## config.mk

```make
export PLATFORM = sky130hd
export DESIGN_NAME = stopwatch_ctrl
export DESIGN_NICKNAME = d
export VERILOG_FILES = /design/src/rtl/stopwatch_ctrl.sv
export SDC_FILE = /design/constraint.sdc
export NUM_CORES = 1
export LEC_CHECK = 0
export CORE_ASPECT_RATIO = 1.25
export CORE_MARGIN = 2
export CORE_UTILIZATION = 34
export DETAILED_ROUTE_END_ITERATION = 8
export GPL_TIMING_DRIVEN = 0
export HOLD_SLACK_MARGIN = 0.1
export MAX_ROUTING_LAYER = met4
export PLACE_DENSITY = 0.61
export SLEW_MARGIN = 20
export SYNTH_ARGS = -nofsm -noshare
export SYNTH_HDL_FRONTEND = slang
export SYNTH_SLANG_ARGS = --single-unit
```

## constraint.sdc

```tcl
create_clock -name clk -period 4.8 [get_ports clk]
set_input_delay 0.72 -clock clk [delete_from_list [all_inputs] [get_ports clk]]
set_output_delay 0.72 -clock clk [all_outputs]
set_load 0.03 [all_outputs]
```

## src/rtl/stopwatch_ctrl.sv

```systemverilog
// Stopwatch front-panel sequencer: 2-FF sync + debounce on two buttons, IDLE/RUN/PAUSE/LAP FSM.
// Define AUTO_STOP_EN to pause automatically at terminal count instead of wrapping.
module stopwatch_ctrl #(
    parameter int DEB_CYCLES = 1_000_000,
    parameter int CNT_MAX    = 99
) (
    input  logic                             clk,
    input  logic                             clr_n,
    input  logic                             btn_ss,
    input  logic                             btn_lr,
    input  logic [$clog2(CNT_MAX + 1)-1:0]   cnt_val,
    output logic                             cnt_go,
    output logic                             cnt_clr,
    output logic [$clog2(CNT_MAX + 1)-1:0]   disp_val,
    output logic                             lap_active,
    output logic [1:0]                       state_o
);

    localparam int VAL_W = $clog2(CNT_MAX + 1);
    localparam int DW    = $clog2(DEB_CYCLES + 1);

    typedef enum logic [1:0] {
        IDLE  = 2'b00,
        RUN   = 2'b01,
        PAUSE = 2'b10,
        LAP   = 2'b11
    } state_t;

    state_t           state;
    logic [VAL_W-1:0] lap_val;

    // Bit 0 is start/stop, bit 1 is lap/reset throughout the input path.
    logic [1:0]    raw;
    logic [1:0]    sync_p0;
    logic [1:0]    sync_p1;
    logic [1:0]    level;
    logic [1:0]    press;
    logic [DW-1:0] deb_cnt [2];
    logic          ss_p;
    logic          lr_p;
    logic          at_max;

    assign raw     = {btn_lr, btn_ss};
    assign ss_p    = press[0];
    assign lr_p    = press[1];
    assign state_o = state;

`ifdef AUTO_STOP_EN
    assign at_max = (cnt_val == VAL_W'(CNT_MAX));
`else
    assign at_max = 1'b0;
`endif

    // Stage p0/p1: synchroniser; then debounce against the accepted level.
    // Any return to the accepted level restarts the count, so a press needs
    // DEB_CYCLES consecutive clocks of the new level.
    always_ff @(posedge clk or negedge clr_n) begin
        if (!clr_n) begin
            sync_p0    <= '0;
            sync_p1    <= '0;
            level      <= '0;
            press      <= '0;
            deb_cnt[0] <= '0;
            deb_cnt[1] <= '0;
        end else begin
            sync_p0 <= raw;
            sync_p1 <= sync_p0;
            for (int i = 0; i < 2; i++) begin
                press[i] <= 1'b0;
                if (sync_p1[i] == level[i]) begin
                    deb_cnt[i] <= '0;
                end else if (deb_cnt[i] == DW'(DEB_CYCLES - 1)) begin
                    deb_cnt[i] <= '0;
                    level[i]   <= sync_p1[i];
                    press[i]   <= sync_p1[i];
                end else begin
                    deb_cnt[i] <= deb_cnt[i] + DW'(1);
                end
            end
        end
    end

    // Sequencer: outputs are written alongside each transition so they are registered.
    always_ff @(posedge clk or negedge clr_n) begin
        if (!clr_n) begin
            state      <= IDLE;
            cnt_go     <= 1'b0;
            cnt_clr    <= 1'b0;
            disp_val   <= '0;
            lap_active <= 1'b0;
            lap_val    <= '0;
        end else begin
            cnt_clr  <= 1'b0;
            disp_val <= (state == LAP) ? lap_val : cnt_val;
            case (state)
                IDLE: begin
                    if (ss_p) begin
                        state  <= RUN;
                        cnt_go <= 1'b1;
                    end else if (lr_p) begin
                        cnt_clr <= 1'b1;
                    end
                end
                RUN: begin
                    if (at_max) begin
                        state  <= PAUSE;
                        cnt_go <= 1'b0;
                    end else if (ss_p) begin
                        state  <= PAUSE;
                        cnt_go <= 1'b0;
                    end else if (lr_p) begin
                        state      <= LAP;
                        lap_val    <= cnt_val;
                        lap_active <= 1'b1;
                    end
                end
                LAP: begin
                    if (at_max || ss_p) begin
                        state      <= PAUSE;
                        cnt_go     <= 1'b0;
                        lap_active <= 1'b0;
                    end else if (lr_p) begin
                        state      <= RUN;
                        lap_active <= 1'b0;
                    end
                end
                PAUSE: begin
                    // At terminal count only lap/reset may leave PAUSE.
                    if (ss_p) begin
                        if (!at_max) begin
                            state  <= RUN;
                            cnt_go <= 1'b1;
                        end
                    end else if (lr_p) begin
                        state   <= IDLE;
                        cnt_clr <= 1'b1;
                    end
                end
                default: begin
                    state      <= IDLE;
                    cnt_go     <= 1'b0;
                    lap_active <= 1'b0;
                end
            endcase
        end
    end

endmodule

```

; ---- Yosys cells after proc, flatten, opt, wreduce, memory -nomap -nowiden
; Cells that the tools add are included.
[op_classes]
add_sub_neg = 2
eq_ne = 15
mux = 28
n_bitwise = 3
reduce_logical = 10
[op_table]
columns = operator, count
row1 = $mux 20, 4
row2 = $add 20x1->20 const B, 2
row3 = $eq 20x20->1 const B, 2
row4 = $mux 2, 7
row5 = $mux 1, 13
row6 = $ne 3x3->1 const B, 3
row7 = $pmux 2 s4, 1
row8 = $reduce_and 4->1, 2
row9 = $mux 7, 1
row10 = $ne 2x2->1 const B, 3
row11 = $reduce_and 2->1, 3
row12 = $eq 2x2->1 const B, 2
row13 = $ne 2x1->1 const B, 2
row14 = $pmux 1 s2, 2
row15 = $reduce_or 2->1, 2
row16 = $not 1->1, 3
row17 = $reduce_and 3->1, 1
row18 = $eq 1x1->1, 2
row19 = $eq 2x1->1 const B, 1
row20 = $logic_not 2->1, 1
row21 = $reduce_bool 2->1, 1
[totals]
ff_bits = 67
in_bits = 11
output_inout_bits = 12
elab_cells = 71

; ---- Longest topological paths before layout
; Gate-level depths: netlist (run 1).
[logic_depth]
ltp_word = 4
ltp_mapped = 6
ltp_nobuf = 5

; ---- Worst setup path after synthesis (run 1)
; Ideal clock, no wire load.
[synth_path]
path_kind = reg-to-reg
startpoint = register state[0] (netlist: state_o[0])
endpoint = register lap_val[0]
setup_ns = 0.125
arrival_ns = 1.612
t_required_ns = 4.675
slack_ns = 3.063
path_stages_with_launch = 4
n_path_buf = 1
path_cell_list = dfrtp_1 -> buf_2 -> nor4b_2 -> mux2_2
[synth_via]
elab_chain_len = 2
[synth_lines]
columns = element, line
row1 = "start, declared", 29  ; state_t state;
row2 = "start signal, assigned", 86  ; state <= IDLE;
row3 = "start signal, assigned", 98  ; state <= RUN;
row4 = "start signal, assigned", 106  ; state <= PAUSE;
row5 = $eq 2x1->1, 95  ; case (state)
row6 = $reduce_and 3->1 (no line), n/a
row7 = "end signal, assigned", 113  ; lap_val <= cnt_val;
row8 = "end, declared", 30  ; logic [VAL_W-1:0] lap_val;
; No other way between the ends.
; A chain may end at the register's enable or synchronous reset.

; ---- Worst setup path in the final report (run 1)
[layout_path]
startpoint = register state[1] (netlist: state_o[1])
endpoint = output port state_o[1]
[layout_lines]
columns = element, line
row1 = "end, declared", 16  ; output logic [1:0] state_o
; No word-level cell between the ends.

==> qor.txt, run 1 <==
die area -> 9780 um2
WL final -> 5350 um
global route overflow -> 0
share of cells above drive strength 1 -> 17.2%
Tot GR Track Use -> 12.6%
Die Span Y -> 110 um
IR drop worst, VDD -> 0.147 mV
Die X -> 88.8 um
Port Buf Inserts -> 22
n_diodes -> 0
#FFs+latches synth -> 67
worst slew pin tran -> 0.831 ns
flop2flop setup slack -> 2.96 ns
Post-synth EDFFs -> 0
final hold vios -> 0
setup_tns -> 0 ns
first-pass GRT wire length -> 9480 um
post-synth top area cell -> dfrtp_1
crit-path max FO -> 6
WL/cell -> 12.5 um
H-Tree Depth -> 3
GRT met1 Usage -> 16.4%
initial antenna violation count -> 0
top cell type's share of synthesized area -> 54.8%
Core Box Area -> 8700 um2
Mapped Nets -> 283
clk slew on worst S/H paths -> 0.08 ns
relative slew slack -> 44.4%
Area growth syn-to-layout -> 20.2%
kind of critical path -> reg2out
Seq/Total Area, Yosys -> 54.8%
Post-CTS Hold Buffers -> 0
GPL Wtd Cong -> 0.756
DR vias/cell -> 4.80
Tot Pwr -> 1.16 mW
critical path cell sequence -> clkdlybuf4s50_1
Worst-Skew Late Latency -> 0.34 ns
most numerous cell in the Yosys netlist -> dfrtp_1
RSZ-0062 raised after global routing -> false
Final nets -> 317
Worst setup SP type -> flop
CTS max path bufs -> 2
top post-synthesis cells by area -> dfrtp_1 (55%), mux2_2 (5.9%), xnor2_1 (5.2%)
Worst Setup End Kind -> primary output
most frequent cells after synthesis -> dfrtp_1 (67), nor2_1 (39), xnor2_1 (18)
clock root cell -> clkbuf_8
Residual DRC -> 0
FF/Latch Area -> 1680 um2
Critical Path Max Stage Delay -> 0.72 ns
vias in the first global route -> 2,039
largest net degree at the start of global routing -> 58
layout filler cell count -> 833
Clock Sink Count -> 67
CP arrival -> 1.50 ns
max-cap check violation count -> 0
GR Util met3 -> 2.90%
Max Slew Vio Count -> 0
Lkg Pwr -> 1.55 nW
Synth Warn # -> 0
post-CTS sizing -> 0
Vias -> 2,061
Setup Buffers After CTS -> 0
outcome -> finished, final reports clean
Initial Util -> 35.2%
Slowest-stage cell, CP -> clkdlybuf4s50_1
Synth Flop Type -> dfrtp_1
period utilisation layout -> 46.2%
Final ANT Viol Nets -> 0
Rows -> 38
footprint of the multi-input gates -> 1300 um2
GRT Max-Usage Layer -> met2
worst min-delay path class -> in2async
max frequency -> 451 MHz
clock skew -> 0.0109 ns
CP bufs+invs -> 1
DR iter-0 viols -> 73
CP Data Required Time -> 4.08 ns
grt met2 use -> 19.4%
post-layout minimum cycle time -> 2.22 ns
Cells after Synth -> 270
cts bufs inserted -> 9
final setup fails -> 0
Synth async-reset ratio -> 100%
Initial DRT Pass Iterations -> 4
mapped cell area -> 3060 um2
Synth Area per Inst -> 11.3 um2
I/O pin cnt -> 23
top cell family by delay on the critical path -> buffers and inverters
Cell Pwr Density -> 314 nW/um2
Distinct cells, synth -> 39
Post-DP HPWL -> 3680 um
TritonCTS clock tree -> done
cells by family after synthesis:
group,after synthesis,share of synthesized area (%)
compound gates,22,4.83
simple gates,113,21.3
fa+ha+maj,2,0.818
buf+inv,17,2.78
xor+xnor,31,8.88
mux,18,6.54
flops,67,54.8
metal layers:
layer  vias to the layer above  share of wire [%]
li1                       1015                  -
met1                      1017                 47
met2                        20                 49
met3                         9                2.4
met4                         0                1.5
met5                         -                  0
final cells by class:
cell class | instances | share of cell area [%]
timing repair buffer | 23 | 6.67
inverter | 12 | 1.22
multi-input combinational | 186 | 35.3
sequential | 67 | 45.6
clock inverter | 7 | 2.72
buffer | 5 | 1.09
tap | 120 | 4.08
clock buffer | 9 | 3.37
placed cells by master, fill, tap and decap left out, types with 8 or more instances in the layout:
master,count
o21ai_0,8
dfrtp_1,67
nor2_1,39
clkdlybuf4s50_1,21
nand3_1,11
xnor2_1,18
inv_1,12
nand2_1,11
nand4_1,12
xor2_1,13
mux2_2,16
nor3_1,8
clkbuf_8,9
metrics by stage:
stage	hold slack [ns]	setup WS [ns]	std cells	utilization (%)	cell area, um2
after global placement	0.332	0.744	412	39.4	3430
after detailed placement	0.339	2.93	413	39.7	3450
after CTS	0.201	2.55	429	42.3	3680
after floorplan	0.331	3.06	270	-	3060
final	0.209	2.58	429	42.3	3680
after global routing	0.202	2.53	429	42.3	3680
worst paths after layout:
check	end	cells after the start	from
worst max-delay path	state_o[1]	1	state_o[1]
worst min-delay path	deb_cnt[4]	1	clr_n
worst max register to register	deb_cnt[29]	6	deb_cnt[20]
worst min register to register	sync_p1[0]	0	sync_p0[0]
max in group asynchronous	deb_cnt[21]	2	clr_n
min in group clk	sync_p1[0]	0	sync_p0[0]
flip-flops by register name, indices dropped and copies added (netlist names), 2 cells and up:
name      count
sync_p0       2
press         2
deb_cnt      40
state_o       2
disp_val      7
sync_p1       2
level         2
lap_val       7
where the power goes:
group          total [mW]  internal (mW)  switching (mW)
Combinational      0.0536         0.0234          0.0302
Clock               0.523          0.296           0.228
Sequential          0.578          0.573         0.00543
Note: power is estimated with default switching activity, not from simulation.
==> run 2, diff against run 1 <==
--- a/config.mk
+++ b/config.mk
@@ -12,7 +12,7 @@
 export GPL_TIMING_DRIVEN = 0
 export HOLD_SLACK_MARGIN = 0.1
 export MAX_ROUTING_LAYER = met4
-export PLACE_DENSITY = 0.61
+export PLACE_DENSITY = 0.63
 export SLEW_MARGIN = 20
 export SYNTH_ARGS = -nofsm -noshare
 export SYNTH_HDL_FRONTEND = slang
==> constraint.sdc (replaced) <==
create_clock -name clk -period 1.9 [get_ports clk]
set_input_delay 0.285 -clock clk [delete_from_list [all_inputs] [get_ports clk]]
set_output_delay 0.285 -clock clk [all_outputs]
set_load 0.03 [all_outputs]
==> run 2 against run 1 <==
  * Non-clock buffer count increased by 1
  * Highest routed layer unchanged
  * Critical path type is now reg2reg
  * Global-route usage increased by 0.23 points
  * Sequential power increased to 2.5 times the previous value
==> qor.txt, run 2 (synthesized netlist as in run 1, its figures left out) <==
Initial Util -> 35.2%
WL/cell -> 12.3 um
initial antenna violation count -> 0
Area growth syn-to-layout -> 20.1%
commonest non-fill, non-tap cell in the layout -> dfrtp_1
TritonCTS clock tree -> done
reg2reg start -> deb_cnt[20]
Top Registers -> deb_cnt: 40 flops, disp_val: 7 flops, lap_val: 7 flops
Initial DRT Pass Iterations -> 4
Rows -> 38
largest net degree at the start of global routing -> 58
relative slew slack -> 47.8%
Core Box Area -> 8700 um2
Max Slew Vio Count -> 0
max-cap check violation count -> 0
post-layout minimum cycle time -> 1.78 ns
Final Cell Area -> 3670 um2
DR iter-0 viols -> 97
Final nets -> 318
flop2flop setup slack -> 0.12 ns
max reg flops -> 40
Placed Cells -> 413
Final ANT Viol Nets -> 0
I/O pin cnt -> 23
CTS max path bufs -> 2
vias in the first global route -> 2,117
CP arrival -> 2.00 ns
n_diodes -> 0
R2R cell count -> 6
Worst-Skew Late Latency -> 0.34 ns
Setup Buffers After CTS -> 0
Reg with most FFs -> deb_cnt
worst min-delay path class -> in2async
Port Buf Inserts -> 22
Vias -> 2,084
global route overflow -> 0
WHS -> 0.316 ns
crit-path max FO -> 10
period utilisation layout -> 93.5%
kind of critical path -> reg2reg
GPL Wtd Cong -> 0.790
WL final -> 5260 um
Residual DRC -> 0
commonest cells after routing, fill and taps aside -> dfrtp_1 (67), nor2_1 (38), clkdlybuf4s50_1 (21)
clock skew -> 0.00852 ns
H-Tree Depth -> 3
Die X -> 88.8 um
Worst Setup End Kind -> flop
layout filler cell count -> 837
die area -> 9780 um2
share of cells above drive strength 1 -> 16.9%
DR vias/cell -> 4.87
RSZ-0062 raised after global routing -> false
Post-DP HPWL -> 3530 um
Tot Pwr -> 2.78 mW
max frequency -> 563 MHz
worst slew pin tran -> 0.782 ns
final hold vios -> 0
Lkg Pwr -> 1.54 nW
CP Data Required Time -> 2.13 ns
first-pass GRT wire length -> 9290 um
reg2reg end -> deb_cnt[32]
clock root cell -> clkbuf_8
cts bufs inserted -> 9
Cell Pwr Density -> 757 nW/um2
IR drop worst, VDD -> 0.273 mV
clk slew on worst S/H paths -> 0.07 ns
Die Span Y -> 110 um
outcome -> finished, final reports clean
Clock Sink Count -> 67
Tot GR Track Use -> 12.9%
Finished Layout Cells -> 428
final setup fails -> 0
Worst setup SP type -> flop
DP Area -> 3450 um2
-- run 2: cell count changes in the layout (fill, tap and decap cells not counted) --
| cell | delta |
|---|---|
| clkbuf_8 | +3 |
| clkinv_4 | -3 |
| bufinv_16 | -1 |
| dlygate4sd3_1 | +1 |
| inv_6 | -1 |
| nor2_1 | -1 |
| nor2_2 | +1 |
| o21ai_2 | -1 |
| o21ai_4 | +1 |
-- run 2: power breakdown --
part	internal (mW)	switching, mW
combinational	0.0611	0.0771
clock	0.696	0.483
sequential	1.45	0.0140
-- run 2: critical path: stages, from the launching register on --
cell and delay (ns):
dfrtp_1 0.39, ha_1 0.22, and3_1 0.23, nand4_1 0.20, o21ai_4 0.32, buf_4 0.23
nor2_1 0.06
-- run 2: what timing repair did --
action | CTS | global route
endpoints found under the setup margin | 0 | 11
hold buffers | 1 | 0
hold endpoints to repair | 67 | 0
gates resized for setup | 0 | 2
-- run 2: layout make-up --
class,count,area (um2),area share [%]
clock inverter,2,35.0,0.953
timing repair buffer,24,255,6.95
clock buffer,12,165,4.49
buffer,5,40.0,1.09
tap,120,150,4.09
sequential,67,1680,45.6
multi-input combinational,186,1310,35.6
inverter,12,45.0,1.23
-- run 2: worst max path at each step --
| stage | endpoint | depth (start not counted) | slack, ns | startpoint |
|---|---|---|---|---|
| 3_3_place_gp | disp_val[2] | 1 | -1.73 | clr_n |
| 4_1_cts | deb_cnt[32] | 6 | 0.05 | deb_cnt[20] |
| 3_5_place_dp | deb_cnt[32] | 6 | 0.07 | deb_cnt[20] |
| 5_1_grt | deb_cnt[35] | 6 | 0.005 | deb_cnt[20] |
| 6_report | deb_cnt[32] | 6 | 0.12 | deb_cnt[20] |
| 2_1_floorplan | lap_val[0] | 3 | 0.16 | state_o[0] |
-- run 2: layer usage --
layer	track usage [%]	routed length [um]
met5	-	0
met4	9.52	194
met3	2.23	176
met2	20.3	2560
met1	14.5	2330
-- run 2: metrics by stage --
| stage | TNS, ns | worst slack (ns) | util, % |
|---|---|---|---|
| 2_1_floorplan | 0 | 0.163 | - |
| 3_3_place_gp | -115.54 | -1.73 | 39.4 |
| 3_5_place_dp | 0 | 0.0676 | 39.7 |
| 4_1_cts | 0 | 0.0508 | 42.1 |
| 5_1_grt | 0 | 0.00535 | 42.2 |
| 6_report | 0 | 0.123 | 42.2 |
